### config.mk
export PLATFORM = sky130hd
export DESIGN_NAME = axis_labcontrol_ramp
export DESIGN_NICKNAME = d
export VERILOG_FILES = /design/src/rtl/axis_labcontrol_pkg.sv /design/src/rtl/axis_labcontrol_ramp_tick.sv /design/src/rtl/axis_labcontrol_ramp.sv
export SDC_FILE = /design/constraint.sdc
export NUM_CORES = 1
export LEC_CHECK = 0
export ABC_AREA = 1
export BUFFER_PORTS_ARGS = -buffer_cell sky130_fd_sc_hd__buf_2
export CAP_MARGIN = 20
export CORE_UTILIZATION = 25
export DETAILED_ROUTE_END_ITERATION = 16
export GPL_TIMING_DRIVEN = 0
export HOLD_SLACK_MARGIN = 0.1
export PLACE_DENSITY_LB_ADDON = 0.08
export SYNTH_ARGS = -nofsm -noshare
export SYNTH_HDL_FRONTEND = slang
export SYNTH_SLANG_ARGS = --single-unit
### constraint.sdc
create_clock -name s_axis_aclk -period 3.75 [get_ports s_axis_aclk]
set_input_delay 0.375 -clock s_axis_aclk [delete_from_list [all_inputs] [get_ports s_axis_aclk]]
set_output_delay 0.375 -clock s_axis_aclk [all_outputs]
set_load 0.02 [all_outputs]
### src/rtl/axis_labcontrol_pkg.sv
// rtl/axis_labcontrol_pkg.sv - shared LabControl setpoint constants and types
package axis_labcontrol_pkg;

  localparam int LC_DATA_WIDTH = 16;
  localparam int LC_TICK_DIV   = 100;

  typedef logic signed [LC_DATA_WIDTH-1:0] lc_setpoint_t;

  typedef enum logic {
    ST_IDLE = 1'b0,
    ST_RAMP = 1'b1
  } ramp_state_t;

  function automatic int lc_cnt_width(input int div);
    return (div > 1) ? $clog2(div) : 1;
  endfunction

endpackage

### src/rtl/axis_labcontrol_ramp_tick.sv
// rtl/axis_labcontrol_ramp_tick.sv - free-running 0..TICK_DIV-1 counter with one-cycle tick
module axis_labcontrol_ramp_tick
  import axis_labcontrol_pkg::*;
#(
  parameter int TICK_DIV = LC_TICK_DIV
) (
  input  logic i_clk,
  input  logic i_rst_n,
  output logic o_tick
);

  localparam int CW = lc_cnt_width(TICK_DIV);
  localparam logic [CW-1:0] LAST = CW'(TICK_DIV - 1);

  logic [CW-1:0] r_count;

  always_ff @(posedge i_clk or negedge i_rst_n) begin
    if (!i_rst_n) begin
      r_count <= '0;
    end else if (r_count == LAST) begin
      r_count <= '0;
    end else begin
      r_count <= r_count + 1'b1;
    end
  end

  // With TICK_DIV=1 the counter sits at 0 and the tick is permanently high.
  assign o_tick = (r_count == LAST);

endmodule

### src/rtl/axis_labcontrol_ramp.sv
// rtl/axis_labcontrol_ramp.sv - rate-limited setpoint ramp between two streams; optional tlast via AXIS_LC_RAMP_TLAST_EN
module axis_labcontrol_ramp
  import axis_labcontrol_pkg::*;
#(
  parameter int DATA_WIDTH = LC_DATA_WIDTH,
  parameter int STEP       = 1,
  parameter int TICK_DIV   = LC_TICK_DIV
) (
  input  logic                  s_axis_aclk,
  input  logic                  s_axis_aresetn,
  input  logic [DATA_WIDTH-1:0] s_axis_tdata,
  input  logic                  s_axis_tvalid,
  output logic                  s_axis_tready,
  output logic [DATA_WIDTH-1:0] m_axis_tdata,
  output logic                  m_axis_tvalid,
  input  logic                  m_axis_tready,
`ifdef AXIS_LC_RAMP_TLAST_EN
  output logic                  m_axis_tlast,
`endif
  output logic                  busy
);

  localparam logic signed [DATA_WIDTH:0]   STEP_W = (DATA_WIDTH + 1)'(STEP);
  localparam logic signed [DATA_WIDTH-1:0] STEP_D = DATA_WIDTH'(STEP);

  ramp_state_t                   r_state;
  logic signed [DATA_WIDTH-1:0]  r_current;
  logic signed [DATA_WIDTH-1:0]  r_target;
  logic                          r_tvalid;

  logic                          w_tick;
  logic                          w_accept;
  logic                          w_pending;
  logic                          w_update;
  logic                          w_reach;
  logic signed [DATA_WIDTH:0]    w_diff;
  logic signed [DATA_WIDTH-1:0]  w_next;
  logic signed [DATA_WIDTH-1:0]  w_target_nx;
  logic signed [DATA_WIDTH-1:0]  w_current_nx;

  axis_labcontrol_ramp_tick #(
    .TICK_DIV (TICK_DIV)
  ) u_tick (
    .i_clk   (s_axis_aclk),
    .i_rst_n (s_axis_aresetn),
    .o_tick  (w_tick)
  );

  assign s_axis_tready = s_axis_aresetn;
  assign w_accept      = s_axis_tvalid & s_axis_tready;
  assign w_pending     = r_tvalid & ~m_axis_tready;
  assign w_update      = (r_state == ST_RAMP) & w_tick & ~w_pending;

  // One extra bit keeps full-scale swings (e.g. +max to -min) from wrapping.
  assign w_diff  = $signed({r_target[DATA_WIDTH-1], r_target})
                 - $signed({r_current[DATA_WIDTH-1], r_current});
  assign w_reach = (w_diff <= STEP_W) && (w_diff >= -STEP_W);

  always_comb begin
    w_next = r_target;
    if (!w_reach) begin
      w_next = w_diff[DATA_WIDTH] ? (r_current - STEP_D) : (r_current + STEP_D);
    end
  end

  assign w_target_nx  = w_accept ? $signed(s_axis_tdata) : r_target;
  assign w_current_nx = w_update ? w_next : r_current;

  always_ff @(posedge s_axis_aclk or negedge s_axis_aresetn) begin
    if (!s_axis_aresetn) begin
      r_state   <= ST_IDLE;
      r_current <= '0;
      r_target  <= '0;
      r_tvalid  <= 1'b0;
    end else begin
      if (w_accept) begin
        r_target <= s_axis_tdata;
      end
      if (w_update) begin
        r_current <= w_next;
      end
      r_state <= (w_current_nx != w_target_nx) ? ST_RAMP : ST_IDLE;
      if (w_update) begin
        r_tvalid <= 1'b1;
      end else if (m_axis_tready) begin
        r_tvalid <= 1'b0;
      end
    end
  end

`ifdef AXIS_LC_RAMP_TLAST_EN
  logic r_tlast;

  // Compared against the target in force at issue, not one accepted alongside.
  always_ff @(posedge s_axis_aclk or negedge s_axis_aresetn) begin
    if (!s_axis_aresetn) begin
      r_tlast <= 1'b0;
    end else if (w_update) begin
      r_tlast <= (w_next == r_target);
    end
  end

  assign m_axis_tlast = r_tlast;
`endif

  assign m_axis_tdata  = r_current;
  assign m_axis_tvalid = r_tvalid;
  assign busy          = (r_state == ST_RAMP) | r_tvalid;

endmodule

==> impl_metrics.py, run 1 <==
metrics = {
    "timing": {
        "post-route-period-util": 1.06,
        "finalHoldViolCount": 0,
        "drv_slew": 0,
        "period_minus_slack_ns": 3.97,
        "relSlewSlack": 0.376,
        "fmax_mhz": 252,
        "worstMarginPinSlew_ns": 0.932,
        "rsz0062_at_grt": "yes",
        "setup_ws_ns": -0.218,
        "finalSetupViolCount": 1,
        "timing.hold.ws_ns": 0.288,
        "tns_ns": -0.218,
        "fin_worst_skew_ns": 0.00534,
    },
    "critical_path": {
        "cpMostUsedCell": "nand2_1",
        "reg2reg_from": "m_axis_tdata[0]",
        "cp_slowest_stage_delay_ns": 0.43,
        "cp_slowest_cell": "dfrtp_2",
        "worstRegToRegCells": 30,
        "cp.required_ns": 3.92,
        "worstSetupPathType": "reg2reg",
        "cp-start-kind": "flip-flop",
        "cp_max_fo": 10,
        "r2r_slack_ns": -0.22,
        "cp.arrival_ns": 4.14,
        "cp-end-kind": "flip-flop",
        "r2r_end": "r_state",
    },
    "layout": {
        "diodes": 0,
        "final_common_cell": "nand2_1",
        "n_fill_cell": 1836,
        "nets": 813,
        "regArea_sq_mm": 0.00104,
        "area_growth_pct": 29.7,
        "final_cell_mix": "215 x nand2_1, 132 x inv_1, 64 x nand3_1",
        "drive_gt1_frac": 0.242,
        "multiInputGateArea_sq_mm": 0.00304,
    },
    "route": {
        "wirelength_microns": 13500,
        "ant_nets": 0,
        "vias_per_cell": 4.39,
        "drc": 0,
        "wl_met1_microns": 6660,
        "wl_met2_microns": 6330,
        "met3WireLength_microns": 383,
        "first_pass_iters": 4,
        "top_layer": "met4",
        "wl_per_cell_microns": 13.8,
        "drt-initial-drc-count": 167,
        "vias": 4280,
    },
    "global_routing": {
        "grt-ovfl-total": 0,
        "grt_util_all_layers": 0.157,
        "antenna_found_initial": 0,
        "grt_pass1_wl_microns": 21300,
        "grt_pass1_vias": 4132,
        "grt_start_max_net_pins": 44,
    },
    "floorplan": {
        "die_w_microns": 133,
        "die_area_sq_mm": 0.0176,
        "die_height_microns": 133,
        "ioPinCount": 39,
        "num_rows": 47,
        "start_util": 0.256,
        "core_sq_mm": 0.0166,
    },
    "logic_synthesis": {
        "ys_warn_count": 0,
        "ys_seq_elements": 41,
        "synth.distinct_cells": 32,
        "syn-mean-instance-area_sq_um": 6.24,
        "synth_largest_area_cell": "dfrtp_1",
        "yosys-top-cells-area": "dfrtp_1 24%, nand2_1 20%, inv_1 12%",
        "seq_area_frac_synth": 0.240,
        "syn-num-nets": 742,
        "synthCells": 684,
        "synth.cell_area_sq_mm": 0.00427,
        "yosysTopAreaCellShare": 0.240,
    },
    "clock_tree": {
        "cts_buffer_depth": 2,
        "cts_buffers": 5,
        "cts_tree": "yes",
        "htreeDepth": 2,
        "clk_latency_ns": 0.29,
        "clkTransAtPathRegs_ns": 0.06,
        "cts_root_buf": "clkbuf_16",
        "cts_sinks": 41,
    },
    "power_and_ir_drop": {
        "leakage_nw": 2.88,
        "powerDensity_mw_per_mm2": 307,
        "irDropWorstVdd_mv": 0.181,
    },
    "status": {
        "failed_checks": "setup timing",
        "status": "finished with violations",
    },
    "place": {
        "place_hpwl_microns": 10700,
        "place_congestion": 0.818,
        "portBuffers": 38,
    },
    "hold_path": {
        "min_to": "m_axis_tvalid",
        "min_path_type": "in2reg",
        "whs_path_depth": 2,
        "hold_start": "m_axis_tready",
    },
    "run": {
        "maxCapViolCount": 0,
    },
}
[cell families (layout without fill, tap and decap cells)]
kind of cell | count (synthesis) | in the layout | share of synthesized area
compound gates | 54 | 54 | 0.0698
flops | 41 | 41 | 0.240
xor+xnor | 13 | 13 | 0.0267
simple gates | 390 | 390 | 0.412
buf+inv | 148 | 220 | 0.137
fa+ha+maj | 38 | 38 | 0.115
[critical path, delay by kind of cell, from the launching register on]
family          cells  cell delay, ns
compound gates      1            0.11
simple gates       21            1.88
flops               1            0.43
xor+xnor            1            0.21
fa+ha+maj           3            0.79
buf+inv             4            0.43
[worst max-delay path by stage]
stage	startpoint	end	slack, ns	depth (start not counted)
after floorplan	m_axis_tdata[0]	r_state	-0.31	29
after global placement	m_axis_tdata[3]	r_state	-1.24	29
after detailed placement	m_axis_tdata[3]	r_state	-1.30	29
after CTS	m_axis_tdata[11]	r_state	-0.26	28
after global routing	m_axis_tdata[7]	r_state	-0.50	33
final	m_axis_tdata[0]	r_state	-0.22	30
[final cells by class]
| class | instances | share of cell area |
|---|---|---|
| buffer | 10 | 0.0129 |
| clock buffer | 7 | 0.0258 |
| clock inverter | 1 | 0.00542 |
| inverter | 138 | 0.0942 |
| multi-input combinational | 495 | 0.550 |
| sequential | 41 | 0.187 |
| tap | 220 | 0.0497 |
| timing repair buffer | 63 | 0.0739 |
| timing repair inverter | 1 | 0.00136 |
[state kept, by name (all words and copies together), names as in the netlist]
register and cells:
u_tick.r_count 7, m_axis_tvalid 1, m_axis_tdata 16, r_state 1, r_target 16
[power breakdown]
| part | leakage, nW | switching (mW) | total, mW | internal [mW] |
|---|---|---|---|---|
| combinational | 2.38 | 0.408 | 0.689 | 0.281 |
| sequential | 0.418 | 0.0245 | 0.488 | 0.464 |
| clock | 0.0841 | 0.190 | 0.523 | 0.333 |
| total | 2.88 | 0.622 | 1.70 | 1.08 |
[per-layer routing]
metal,GRT usage,vias up
met3,0.0222,8
met5,0,-
met1,0.208,1958
met2,0.263,43
li1,-,2271
met4,0.0460,0
[metrics by stage]
| step | utilization | setup WS (ns) | instances | area [sq um] | total power [mW] |
|---|---|---|---|---|---|
| final | 0.333 | -0.218 | 976 | 5540 | 1.70 |
| after CTS | 0.323 | -0.258 | 966 | 5370 | 1.69 |
| after global routing | 0.333 | -0.504 | 976 | 5540 | 1.82 |
| after detailed placement | 0.296 | -1.30 | 942 | 4930 | 1.09 |
| after global placement | 0.296 | -1.24 | 942 | 4930 | 1.09 |
| after floorplan | - | -0.309 | 684 | 4470 | 0.934 |
[synthesized netlist by cell type]
library cell and number:
a211oi_1 1, and2_1 2, ha_1 36, buf_2 1, xnor2_1 5, a21oi_1 23
o2111ai_1 1, a21boi_0 3, buf_6 2, fa_1 2, nor2_2 4, inv_2 3
nand3_1 67, or2_2 1, nor4_1 1, buf_4 3, dfrtp_1 41, o21ai_4 1
nor3_1 6, nand3b_1 5, inv_1 135, nand2_2 13, clkbuf_1 4, nand2_1 227
o21ai_0 24, nand3_2 16, and3_1 1, nand2_4 1, nor2_1 38, nand4_1 8
xor2_1 8, o211ai_1 1
[what timing repair did]
action | 4_1_cts | 5_1_grt
pin swaps | 8 | 15
gates cloned | 1 | 0
endpoints found under the setup margin | 17 | 8
hold buffers | 0 | 1
gates resized for setup | 36 | 18
setup buffers | 15 | 8
hold endpoints to repair | 0 | 6
(Power assumes the default switching activity.)
==> inputs of run 2 (changes only) <==
- MAX_ROUTING_LAYER: default -> met4
- REMOVE_ABC_BUFFERS: default -> 1
==> impl_metrics.py, run 2 (synthesis results as in run 1) <==
metrics = {
    "layout": {
        "nets": 809,
        "fin_cells": 972,
        "drive_gt1_frac": 0.262,
        "area_growth_pct": 31.3,
        "final_cell_mix": "213 x nand2_1, 130 x inv_1, 61 x nand3_1",
        "final_common_cell": "nand2_1",
        "design_area_sq_mm": 0.00561,
        "diodes": 0,
    },
    "place": {
        "portBuffers": 38,
        "place_congestion": 0.824,
        "place_hpwl_microns": 9730,
        "placed_cells": 933,
        "placed_cell_area_sq_mm": 0.00468,
    },
    "critical_path": {
        "critPathCapture": "r_state",
        "worstSetupPathType": "reg2reg",
        "reg2reg_from": "m_axis_tdata[0]",
        "cp.arrival_ns": 4.20,
        "r2r_end": "r_state",
        "r2r_slack_ns": -0.26,
        "cp-end-kind": "flip-flop",
        "cp_max_fo": 10,
        "cp-start-kind": "flip-flop",
        "cp_slowest_cell": "dfrtp_2",
        "cp.required_ns": 3.93,
        "cp_slowest_stage_delay_ns": 0.43,
        "cpMostUsedCell": "nand2_1",
        "cp-startpoint": "m_axis_tdata[0]",
        "worstRegToRegCells": 30,
    },
    "power_and_ir_drop": {
        "p_seq_frac": 0.283,
        "power_mw": 1.72,
        "power.switching_mw": 0.647,
        "irDropWorstVdd_mv": 0.169,
        "clockPowerShare": 0.305,
        "powerDensity_mw_per_mm2": 307,
        "intPower_mw": 1.08,
        "p_comb_frac": 0.411,
        "leakage_nw": 2.88,
        "sw_frac_of_total": 0.376,
    },
    "timing": {
        "worstMarginPinSlew_ns": 0.882,
        "setup_ws_ns": -0.263,
        "finalSetupViolCount": 1,
        "post-route-period-util": 1.07,
        "tns_ns": -0.263,
        "relSlewSlack": 0.410,
        "fin_worst_skew_ns": 0.00948,
        "period_minus_slack_ns": 4.01,
        "drv_slew": 0,
        "rsz0062_at_grt": "yes",
        "finalHoldViolCount": 0,
        "fmax_mhz": 249,
    },
    "clock_tree": {
        "cts_root_buf": "clkbuf_16",
        "clkTransAtPathRegs_ns": 0.06,
        "cts_tree": "yes",
        "clk_latency_ns": 0.30,
        "htreeDepth": 2,
        "cts_sinks": 41,
        "cts_buffers": 5,
        "cts_buffer_depth": 2,
    },
    "floorplan": {
        "ioPinCount": 39,
        "num_rows": 47,
        "die_area_sq_mm": 0.0176,
        "core_sq_mm": 0.0166,
        "die_w_microns": 133,
        "die_height_microns": 133,
        "start_util": 0.256,
    },
    "run": {
        "maxCapViolCount": 0,
    },
    "global_routing": {
        "grt_start_max_net_pins": 44,
        "grt_util_all_layers": 0.159,
        "grt_pass1_wl_microns": 21700,
        "grt-ovfl-total": 0,
        "antenna_found_initial": 0,
        "grt_pass1_vias": 4339,
    },
    "route": {
        "wirelength_microns": 13000,
        "first_pass_iters": 4,
        "drt-initial-drc-count": 154,
        "ant_nets": 0,
        "vias_per_cell": 4.45,
        "vias": 4326,
        "drc": 0,
        "wl_per_cell_microns": 13.4,
    },
    "hold_path": {
        "min_path_type": "in2reg",
    },
    "status": {
        "failed_checks": "setup timing",
        "status": "finished with violations",
    },
}
[run 2: changes by cell type in the layout (fill, tap and decap cells not counted), sizes merged]
cell / change
clkbuf: -6
clkinv: +1
clkinvlp: +1
[run 2: power groups by stage]
stage	logic [mW]	clock network (mW)	registers, mW
finish	0.708	0.526	0.488
global route	0.795	0.562	0.491
CTS	0.641	0.539	0.487
detailed placement	0.536	0	0.494
global placement	0.535	0	0.493
floorplan	0.400	0	0.487
[run 2: what timing repair did]
item,CTS,global route
gates cloned,1,0
hold buffers,0,1
buffers inserted,11,16
pin swaps,13,14
setup endpoints to repair,17,17
gates resized for setup,69,38
endpoints found under the hold margin,0,13
[run 2: worst min-delay path by stage]
stage	from	end	slack, ns	cells past startpoint
finish	m_axis_tready	m_axis_tvalid	0.27	2
global route	m_axis_tready	m_axis_tvalid	0.29	2
CTS	m_axis_tready	m_axis_tvalid	0.26	2
detailed placement	u_tick.r_count[0]	u_tick.r_count[0]	0.46	1
global placement	u_tick.r_count[0]	u_tick.r_count[0]	0.45	1
floorplan	s_axis_aresetn	m_axis_tdata[0]	0.08	0
[run 2: worst max-delay path: cells and delay by family, from the launching register on]
family                   cells  cell delay [ns]
buffers and inverters        5             0.55
adder cells (fa/ha/maj)      3             0.75
flip-flops                   1             0.43
XOR/XNOR                     1             0.13
AO/OA/AOI/OAI                3             0.42
AND/OR/NAND/NOR             18             1.61
[run 2: routing by layer]
metal | up-vias | global-route usage | part of all wire
met5 | - | - | 0
met3 | 8 | 0.0188 | 0.020
li1 | 2257 | - | -
met2 | 39 | 0.257 | 0.46
met1 | 2022 | 0.213 | 0.51
met4 | 0 | 0.0345 | 0.010
[run 2: final cells by class]
type | count | area, sq um
fill | 1771 | 11000
clock buffer | 5 | 125
clock inverter | 3 | 46.3
inverter | 138 | 522
tap | 220 | 275
sequential | 41 | 1030
timing repair inverter | 1 | 7.51
multi-input combinational | 495 | 3110
timing repair buffer | 69 | 487
[run 2: metrics by stage]
step | util | hold WS (ns) | setup WS, ns
after floorplan | - | 0.0794 | -0.413
after global placement | 0.281 | 0.451 | -1.69
after detailed placement | 0.281 | 0.457 | -1.68
after CTS | 0.317 | 0.257 | -0.323
after global routing | 0.337 | 0.290 | -0.573
final | 0.337 | 0.268 | -0.263
==> inputs of run 3 (changes only) <==
- SYNTH_HIERARCHICAL: default -> 1
==> impl_metrics.py, run 3 <==
metrics = {
    "place": {
        "placed_cell_area_sq_mm": 0.00479,
        "portBuffers": 38,
        "place_hpwl_microns": 10300,
        "preCtsSetupSlack_ns": -1.94,
        "place_congestion": 0.809,
    },
    "timing": {
        "fin_worst_skew_ns": 0.00790,
        "post-route-period-util": 1.05,
        "fmax_mhz": 255,
        "finalSetupViolCount": 1,
        "relSlewSlack": 0.359,
        "tns_ns": -0.174,
        "rsz0062_at_grt": "yes",
        "finalHoldViolCount": 0,
        "worstMarginPinSlew_ns": 0.958,
        "drv_slew": 0,
        "period_minus_slack_ns": 3.92,
        "setup_ws_ns": -0.174,
    },
    "floorplan": {
        "die_height_microns": 134,
        "start_util": 0.259,
        "num_rows": 47,
        "core_sq_mm": 0.0168,
        "die_area_sq_mm": 0.0180,
        "ioPinCount": 39,
        "die_w_microns": 134,
    },
    "clock_tree": {
        "cts_tree": "yes",
        "cts_buffers": 5,
        "clk_latency_ns": 0.30,
        "cts_root_buf": "clkbuf_16",
        "clkTransAtPathRegs_ns": 0.07,
        "cts_buffer_depth": 2,
        "htreeDepth": 2,
        "cts_sinks": 41,
    },
    "route": {
        "ant_nets": 0,
        "vias_per_cell": 4.44,
        "first_pass_iters": 4,
        "drc": 0,
        "drt-initial-drc-count": 200,
        "vias": 4462,
        "wl_per_cell_microns": 14.2,
        "wirelength_microns": 14300,
    },
    "global_routing": {
        "grt_pass1_wl_microns": 23200,
        "grt-ovfl-total": 0,
        "grt_util_all_layers": 0.173,
        "grt_start_max_net_pins": 44,
        "grt_pass1_vias": 4524,
        "antenna_found_initial": 0,
    },
    "layout": {
        "area_growth_pct": 36.6,
        "final_common_cell": "nand2_1",
        "diodes": 0,
        "utilization": 0.354,
        "n_fill_cell": 1883,
        "nets": 843,
        "drive_gt1_frac": 0.286,
        "design_area_sq_mm": 0.00595,
        "final_cell_mix": "217 x nand2_1, 128 x inv_1, 56 x nand3_1",
    },
    "critical_path": {
        "reg2reg_from": "m_axis_tdata[0]",
        "cp_max_fo": 6,
        "r2r_slack_ns": -0.17,
        "worstRegToRegCells": 27,
        "cp-end-kind": "flip-flop",
        "worstSetupPathType": "reg2reg",
        "r2r_end": "r_state",
        "cp.arrival_ns": 4.12,
        "cp-start-kind": "flip-flop",
        "cp.required_ns": 3.94,
    },
    "hold_path": {
        "hold_start": "m_axis_tready",
        "whs_path_depth": 4,
        "min_to": "m_axis_tvalid",
        "min_path_type": "in2reg",
    },
    "logic_synthesis": {
        "syn-mean-instance-area_sq_um": 6.21,
        "synth_largest_area_cell": "dfrtp_1",
        "synth.cell_area_sq_mm": 0.00436,
        "synthCells": 701,
        "ys_seq_elements": 41,
        "synth_ff_type": "dfrtp_1",
        "ys_warn_count": 6,
        "synth_most_common_cell": "nand2_1",
        "async_flop_share": 1.00,
        "yosys-top-cells-count": "233 x nand2_1, 133 x inv_1, 63 x nand3_1",
        "yosysTopAreaCellShare": 0.235,
        "seq_area_frac_synth": 0.235,
        "synth_edf_count": 0,
        "yosys-top-cells-area": "dfrtp_1 24%, nand2_1 20%, inv_1 11%",
        "synth.distinct_cells": 31,
    },
    "status": {
        "status": "finished with violations",
        "failed_checks": "setup timing",
    },
    "power_and_ir_drop": {
        "leakage_nw": 3.05,
        "powerDensity_mw_per_mm2": 301,
        "irDropWorstVdd_mv": 0.149,
    },
    "run": {
        "maxCapViolCount": 0,
    },
}
-- run 3: cell types whose count changed after synthesis, moves of 3 or more --
cell,delta
a21boi_0,-3
inv_2,+4
nand2_1,+6
nand3_1,-4
nand3_2,+5
nor2_1,+10
o21ai_0,+4
-- run 3: cells by family (layout without fill, tap and decap cells) --
logic type	Yosys count	after routing	share of synthesized area
flip-flops	41	41	0.235
AND/OR/NAND/NOR	402	404	0.420
buffers and inverters	149	232	0.134
XOR/XNOR	14	14	0.0281
adder cells (fa/ha/maj)	38	38	0.113
AO/OA/AOI/OAI	57	57	0.0704
-- run 3: worst max path at each step --
stage | startpoint | to | slack [ns]
detailed placement | m_axis_tdata[0] | r_state | -1.94
global placement | m_axis_tdata[0] | r_state | -1.92
floorplan | m_axis_tdata[0] | r_state | -0.53
CTS | m_axis_tdata[0] | r_state | -0.23
global route | m_axis_tdata[4] | r_state | -0.44
finish | m_axis_tdata[0] | r_state | -0.17
-- run 3: per-layer routing --
layer	global-route usage	routed length, microns	vias to the layer above
met3	0.0204	242	11
met5	-	0	-
met1	0.227	7200	2076
li1	-	-	2342
met2	0.278	6570	33
met4	0.0518	255	0
-- run 3: final cells by class --
| cell class | instances | area, sq um | share of cell area |
|---|---|---|---|
| flip-flops and latches | 41 | 1030 | 0.173 |
| multi-input cells | 513 | 3270 | 0.550 |
| clock buffers | 6 | 139 | 0.0233 |
| clock inverters | 2 | 37.5 | 0.00631 |
| inverters | 140 | 529 | 0.0889 |
| well taps | 220 | 275 | 0.0463 |
| repair buffers | 84 | 666 | 0.112 |
-- run 3: metrics by stage --
step           instances  hold WS [ns]  power [mW]
2_1_floorplan        692        0.0794       0.900
3_3_place_gp         950         0.480        1.05
3_5_place_dp         951         0.484        1.06
4_1_cts              984         0.320        1.72
5_1_grt             1006         0.368        1.92
6_report            1006         0.337        1.79
-- run 3: power by group --
group	switching, mW	internal (mW)
Combinational	0.448	0.312
Sequential	0.0264	0.464
Clock	0.210	0.333
Total	0.684	1.11
-- run 3: worst max-delay path, cell delays in order, from the launching register on --
cell and delay (ns):
dfrtp_1 0.42, ha_4 0.18, fa_2 0.34, inv_2 0.08, nand2_2 0.06, nand2_4 0.08
nand3_4 0.07, nand2_4 0.10, nand3_4 0.09, nand2_4 0.12, nand2_8 0.08, nand2_8 0.13
clkinvlp_4 0.11, fa_2 0.39, o21ai_4 0.23, buf_4 0.17, nand3_1 0.06, nand2_1 0.07
xor2_1 0.19, nand2_2 0.08, nand3_2 0.07, nand2_1 0.10, nand2_1 0.07, nand2_1 0.04
nor2_1 0.12, nand2_1 0.10, nor2_4 0.16, nand2_1 0.07
-- run 3: timing repair --
action                                  in CTS  in global routing
hold buffers                                 0                  1
gates cloned                                 2                  0
endpoints found under the setup margin      17                 16
pin swaps                                   22                 35
gates resized for setup                     54                 64
setup buffers                               23                 19
endpoints found under the hold margin        0                 11
